`config.mk`:
```
export PLATFORM = sky130hd
export DESIGN_NAME = garegga_pixmix
export DESIGN_NICKNAME = d
export VERILOG_FILES = /design/src/rtl/garegga_pixmix.sv
export SDC_FILE = /design/constraint.sdc
export NUM_CORES = 1
export LEC_CHECK = 0
export ABC_AREA = 1
export CORE_MARGIN = 2
export CORE_UTILIZATION = 45
export CTS_BUF_LIST = sky130_fd_sc_hd__clkbuf_8
export DETAILED_ROUTE_END_ITERATION = 12
export DONT_BUFFER_PORTS = 1
export SLEW_MARGIN = 20
export SYNTH_ARGS = -nofsm -noshare
export SYNTH_HDL_FRONTEND = slang
export SYNTH_SLANG_ARGS = --single-unit
```
`constraint.sdc`:
```
create_clock -name CLK96 -period 0.98 [get_ports CLK96]
set_input_delay 0 -clock CLK96 [delete_from_list [all_inputs] [get_ports CLK96]]
set_output_delay 0 -clock CLK96 [all_outputs]
set_load 0.01 [all_outputs]
```
`src/rtl/garegga_pixmix.sv`:
```
// Final pixel compositor: priority select, palette fetch, xBGR555->RGB888, blank alignment.
// Optional build macro PIXMIX_LAYERMASK_EN adds LAYER_MASK[1:0] per-layer enables.
module garegga_pixmix #(
  parameter int unsigned PAL_LAT  = 1,
  parameter logic [3:0]  PRIO_TOP = 4'hF
) (
  input  logic        CLK96,
  input  logic        RESET96_N,
  input  logic        PIXEL_CEN,
  input  logic        HB,
  input  logic        VB,
  input  logic [10:0] EXTRATEXT_PIXEL,
  input  logic [10:0] GP_PIXEL,
  input  logic [3:0]  GP_PRIO,
`ifdef PIXMIX_LAYERMASK_EN
  input  logic [1:0]  LAYER_MASK,
`endif
  output logic [10:0] PAL_ADDR,
  input  logic [15:0] PAL_DATA,
  output logic [7:0]  RED,
  output logic [7:0]  GREEN,
  output logic [7:0]  BLUE,
  output logic        LHBL,
  output logic        LVBL
);

  localparam int unsigned CNT_W = 2;

  typedef enum logic [1:0] {ST_IDLE, ST_WAIT, ST_CAPTURE} state_t;

  state_t           state, state_nxt;
  logic [CNT_W-1:0] cnt, cnt_nxt;
  logic [14:0]      hold;
  logic             hb_d, vb_d;
  logic             capture_c;
  logic             text_op_c, gp_op_c;
  logic [10:0]      sel_c;
  logic             pal_unused_c;

  assign pal_unused_c = PAL_DATA[15];

  function automatic logic [7:0] exp5(input logic [4:0] c);
    return {c, c[4:2]};
  endfunction

  // Layer transparency and priority select
  always_comb begin
`ifdef PIXMIX_LAYERMASK_EN
    text_op_c = (|EXTRATEXT_PIXEL[3:0]) & LAYER_MASK[0];
    gp_op_c   = (|GP_PIXEL[3:0]) & LAYER_MASK[1];
`else
    text_op_c = |EXTRATEXT_PIXEL[3:0];
    gp_op_c   = |GP_PIXEL[3:0];
`endif
    sel_c = 11'h000;
    if (gp_op_c && (GP_PRIO == PRIO_TOP)) sel_c = GP_PIXEL;
    else if (text_op_c)                   sel_c = EXTRATEXT_PIXEL;
    else if (gp_op_c)                     sel_c = GP_PIXEL;
  end

  // Fetch FSM state register
  always_ff @(posedge CLK96 or negedge RESET96_N) begin
    if (!RESET96_N) begin
      state <= ST_IDLE;
      cnt   <= '0;
    end else begin
      state <= state_nxt;
      cnt   <= cnt_nxt;
    end
  end

  // Fetch FSM next state; a new strobe always restarts the fetch
  always_comb begin
    state_nxt = state;
    cnt_nxt   = cnt;
    if (PIXEL_CEN) begin
      state_nxt = ST_WAIT;
      cnt_nxt   = CNT_W'(PAL_LAT);
    end else begin
      case (state)
        ST_WAIT: begin
          if (cnt <= CNT_W'(1)) begin
            state_nxt = ST_CAPTURE;
            cnt_nxt   = '0;
          end else begin
            cnt_nxt = cnt - CNT_W'(1);
          end
        end
        ST_CAPTURE: state_nxt = ST_IDLE;
        default:    state_nxt = ST_IDLE;
      endcase
    end
  end

  // Fetch FSM outputs
  always_comb begin
    capture_c = 1'b0;
    if (state == ST_CAPTURE && !PIXEL_CEN) capture_c = 1'b1;
  end

  // Palette holding register
  always_ff @(posedge CLK96 or negedge RESET96_N) begin
    if (!RESET96_N) hold <= '0;
    else if (capture_c) hold <= PAL_DATA[14:0];
  end

  // Pixel-rate pipeline: address/blank stage 1, colour/blank stage 2
  always_ff @(posedge CLK96 or negedge RESET96_N) begin
    if (!RESET96_N) begin
      PAL_ADDR <= '0;
      hb_d     <= 1'b1;
      vb_d     <= 1'b1;
      RED      <= '0;
      GREEN    <= '0;
      BLUE     <= '0;
      LHBL     <= 1'b0;
      LVBL     <= 1'b0;
    end else if (PIXEL_CEN) begin
      PAL_ADDR <= sel_c;
      hb_d     <= HB;
      vb_d     <= VB;
      LHBL     <= ~hb_d;
      LVBL     <= ~vb_d;
      if (hb_d || vb_d) begin
        RED   <= '0;
        GREEN <= '0;
        BLUE  <= '0;
      end else begin
        RED   <= exp5(hold[4:0]);
        GREEN <= exp5(hold[9:5]);
        BLUE  <= exp5(hold[14:10]);
      end
    end
  end

endmodule

```
==> metrics.md <==
| Metric | Value |
|---|---|
| Mean Syn Cell Area | approximately 8.6 µm² |
| Hpwl dp | 3170 µm |
| Vias | about 1800 |
| Die ar. | ~0.0056 mm² |
| Port-buffer cells | 0 |
| Sink Count | between 40 and 50 |
| CTS root buffer | clkbuf_8 |
| # rows | 25 |
| CTS buffer count | 5 |
| Worst Skew | between 0.005 and 0.006 ns |
| Startpoint types | register |
| WHS | -0.619 ns |
| Clock buffer depth | 2 |
| Placed insts | between 300 and 400 |
| Post-synth top area share | 0.518 |
| Top sig layer | met4 |
| Fin. Hold Viols | 71 |
| Main area contributors after synthesis | dfrtp_1 (52%), nand2_1 (14%), inv_1 (4.8%), a21oi_1 (3.7%), buf_4 (3.6%) |
| Setup crit start | state[0]$_DFFE_PN0P_ |
| Tcrit/Tclk final | 1.07 |
| Pwr Density | approximately 1500 mW/mm² |
| Core area | 0.00479 mm² |
| CP endpoint kind | register |
| Area Growth Syn to Fin | 28.5% |
| Total GRT Usage | 0.191 |
| Drt wl/cell | 13.5 µm |
| Hold Crit Class | in2async |
| Post-synthesis sequential element count | 49 |
| Failing checks | hold timing, setup timing |
| Met1 Wirelength | between 2000 and 2500 µm |
| Initial antenna violation count | 0 |
| Layout cells sized above 1 | 0.227 |
| Post-synth EDFFs | 0 |
| Post-synth top cells | nand2_1 (83), dfrtp_1 (47), inv_1 (29) |
| Crit path max fanout | 7 |
| Async SR Flop Fraction | 1.00 |
| CP max stage delay | roughly 0.38 ns |
| Req. time, crit path | 1.17 ns |
| Cell Chain, Critical Path | inv_2 > nand3_4 > mux2_1 |
| WP data arrival | around 1.2 ns |
| Fin util | 0.610 |
| Slowest CP cell | dfrtp_1 |
| Largest net degree at the start of global routing | 50 |
| Initial core utilization | 0.475 |
| I/O pins | 84 |
| CTS tree | done |
| DR iter-0 viols | 77 |
| Unrepaired setup endpoints after global routing | yes |
| Initial DRT Pass Iterations | 4 |
| Mapped cell area | 0.00227 mm² |
| Measured slew at the worst slew-check pin | around 0.24 ns |
| Outcome | complete, but fails checks |
| Max Freq | 950 MHz |
| Worst path buffer plus inverter count | 1 |
| Mapped Nets | 310 |
| Die width | between 70 and 80 µm |
| Max-slew violation count | 0 |
| Total global routing overflow | 0 |
| Worst reg2reg startpoint | state[0]$_DFFE_PN0P_ |
| Fin worst setup slack | -0.0724 ns |
| Metal3 WL | 340 µm |
| WL final | approximately 5000 µm |
| NumNets Final | 350 |
| Cells after Synth | about 260 |
| Register area share after synthesis | 0.541 |
| Worst ir drop on vdd | 0.00114 V |
| First-pass GRT wire length | just over 8000 µm |
| Most frequent cell after synthesis | nand2_1 |
| Synth Warn # | 0 |
| Routed vias/inst | 4.91 |
| Clock slew at reported path FFs | 0.09 ns |
| Wire length on met2 | between 2000 and 2500 µm |
| Crit path kind | reg2reg |
| H-tree Lvls | 2 |
| Max Cap Viol | 0 |
| Synth unique cells | 23 |
| Placer congestion estimate | 0.742 |
| Synth area leader | dfrtp_1 |
| Vias in the first global route | 1817 |
| DRC errors left | 0 |
| Die Span Y | roughly 75 µm |
| Delay-heaviest family, CP | flip-flops |
| Post-route ant nets | 0 |
| Crit path time final | 1.05 ns |
| Lkg Pwr | 0.00146 µW |
| ANT cells | 0 |
| Cts-stage hold buffer count | 31 |
| Clk_lat worst skew | 0.30 ns |
| Finished Layout Cells | 371 |
| Endpoints failing setup | 17 |
| Slew margin rel. | 0.842 |
| Main synth FF type | dfrtp_1 |
-- stage by stage --
stage | TNS, ns | power, µW | setup slack, ns | instance area (µm²)
4_1_cts | -0.888 | 4410 | -0.0833 | 2800
3_5_place_dp | -1.40 | 3150 | -0.112 | 2340
3_3_place_gp | -0.819 | 3120 | -0.0750 | 2340
5_1_grt | -1.50 | 4710 | -0.116 | 2920
2_1_floorplan | 0 | 3050 | 0.00134 | 2280
6_report | -0.713 | 4450 | -0.0724 | 2920
-- power by group --
group / switching [µW] / internal, µW
clock network: 644 / 485
registers: 253 / 2310
logic: 380 / 377
total: 1280 / 3180
-- worst register-to-register path: stages, from the launching register on --
cell	delay, ns
dfrtp_1	0.38
inv_2	0.07
nand3_4	0.15
mux2_1	0.34
-- flip-flops by register name, summed over array words and instances (netlist names) --
signal and cells:
LVBL 1, LHBL 1, state 2, BLUE 5, RED 5, PAL_ADDR 11, GREEN 5, vb_d 1
cnt 2, hb_d 1, hold 15
-- metal layers --
metal | up-vias | GRT usage
li1 | 898 | -
met1 | 854 | 0.238
met2 | 56 | 0.302
met3 | 15 | 0.0562
met4 | 0 | 0.0972
met5 | - | 0
-- final cells by class --
class	instances	area, µm²
Fill cell	418	1870
Inverter	30	115
Timing Repair Buffer	52	497
Sequential cell	49	1230
Tap cell	67	83.8
Clock buffer	5	68.8
Multi-Input combinational cell	165	911
Clock inverter	3	13.8
-- cell families after synthesis --
kind of cell | count (synthesis) | share of synthesized area
compound gates | 36 | 0.0937
buf+inv | 50 | 0.108
flops | 49 | 0.541
simple gates | 124 | 0.237
mux | 4 | 0.0198
-- cells in the final DEF (no fill, tap or decap), types with 3 or more instances in the layout --
master,count
o21ai_1,4
nand2_1,77
dfrtp_1,47
inv_1,28
clkbuf_8,5
mux2_4,3
nand2_2,8
nor2_1,4
dlygate4sd3_1,31
a21oi_2,4
nor2_4,7
a21oi_1,13
o31ai_1,10
nor2_2,8
buf_4,18
nand3_1,16
-- what timing repair did --
action / in CTS / in global routing
setup endpoints to repair: 30 / 37
setup buffers: 0 / 9
gates cloned: 0 / 1
gates resized for setup: 20 / 20
endpoints found under the hold margin: 95 / 71
pin swaps: 1 / 3
-- path summary, 6_finish.rpt --
check / to / slack, ns / depth (start not counted)
worst max register to register: hold[14]$_DFFE_PN0P_ / -0.07 / 3
worst max-delay path: hold[14]$_DFFE_PN0P_ / -0.07 / 3
worst min register to register: state[1]$_DFFE_PN0P_ / 0.49 / 1
min in group CLK96: hb_d$_DFFE_PN1P_ / -0.26 / 1
worst min-delay path: GREEN[6]$_DFFE_PN0P_ / -0.62 / 0
max in group asynchronous: hb_d$_DFFE_PN1P_ / 1.41 / 0
No activity file was read; power rests on OpenSTA's default activity.
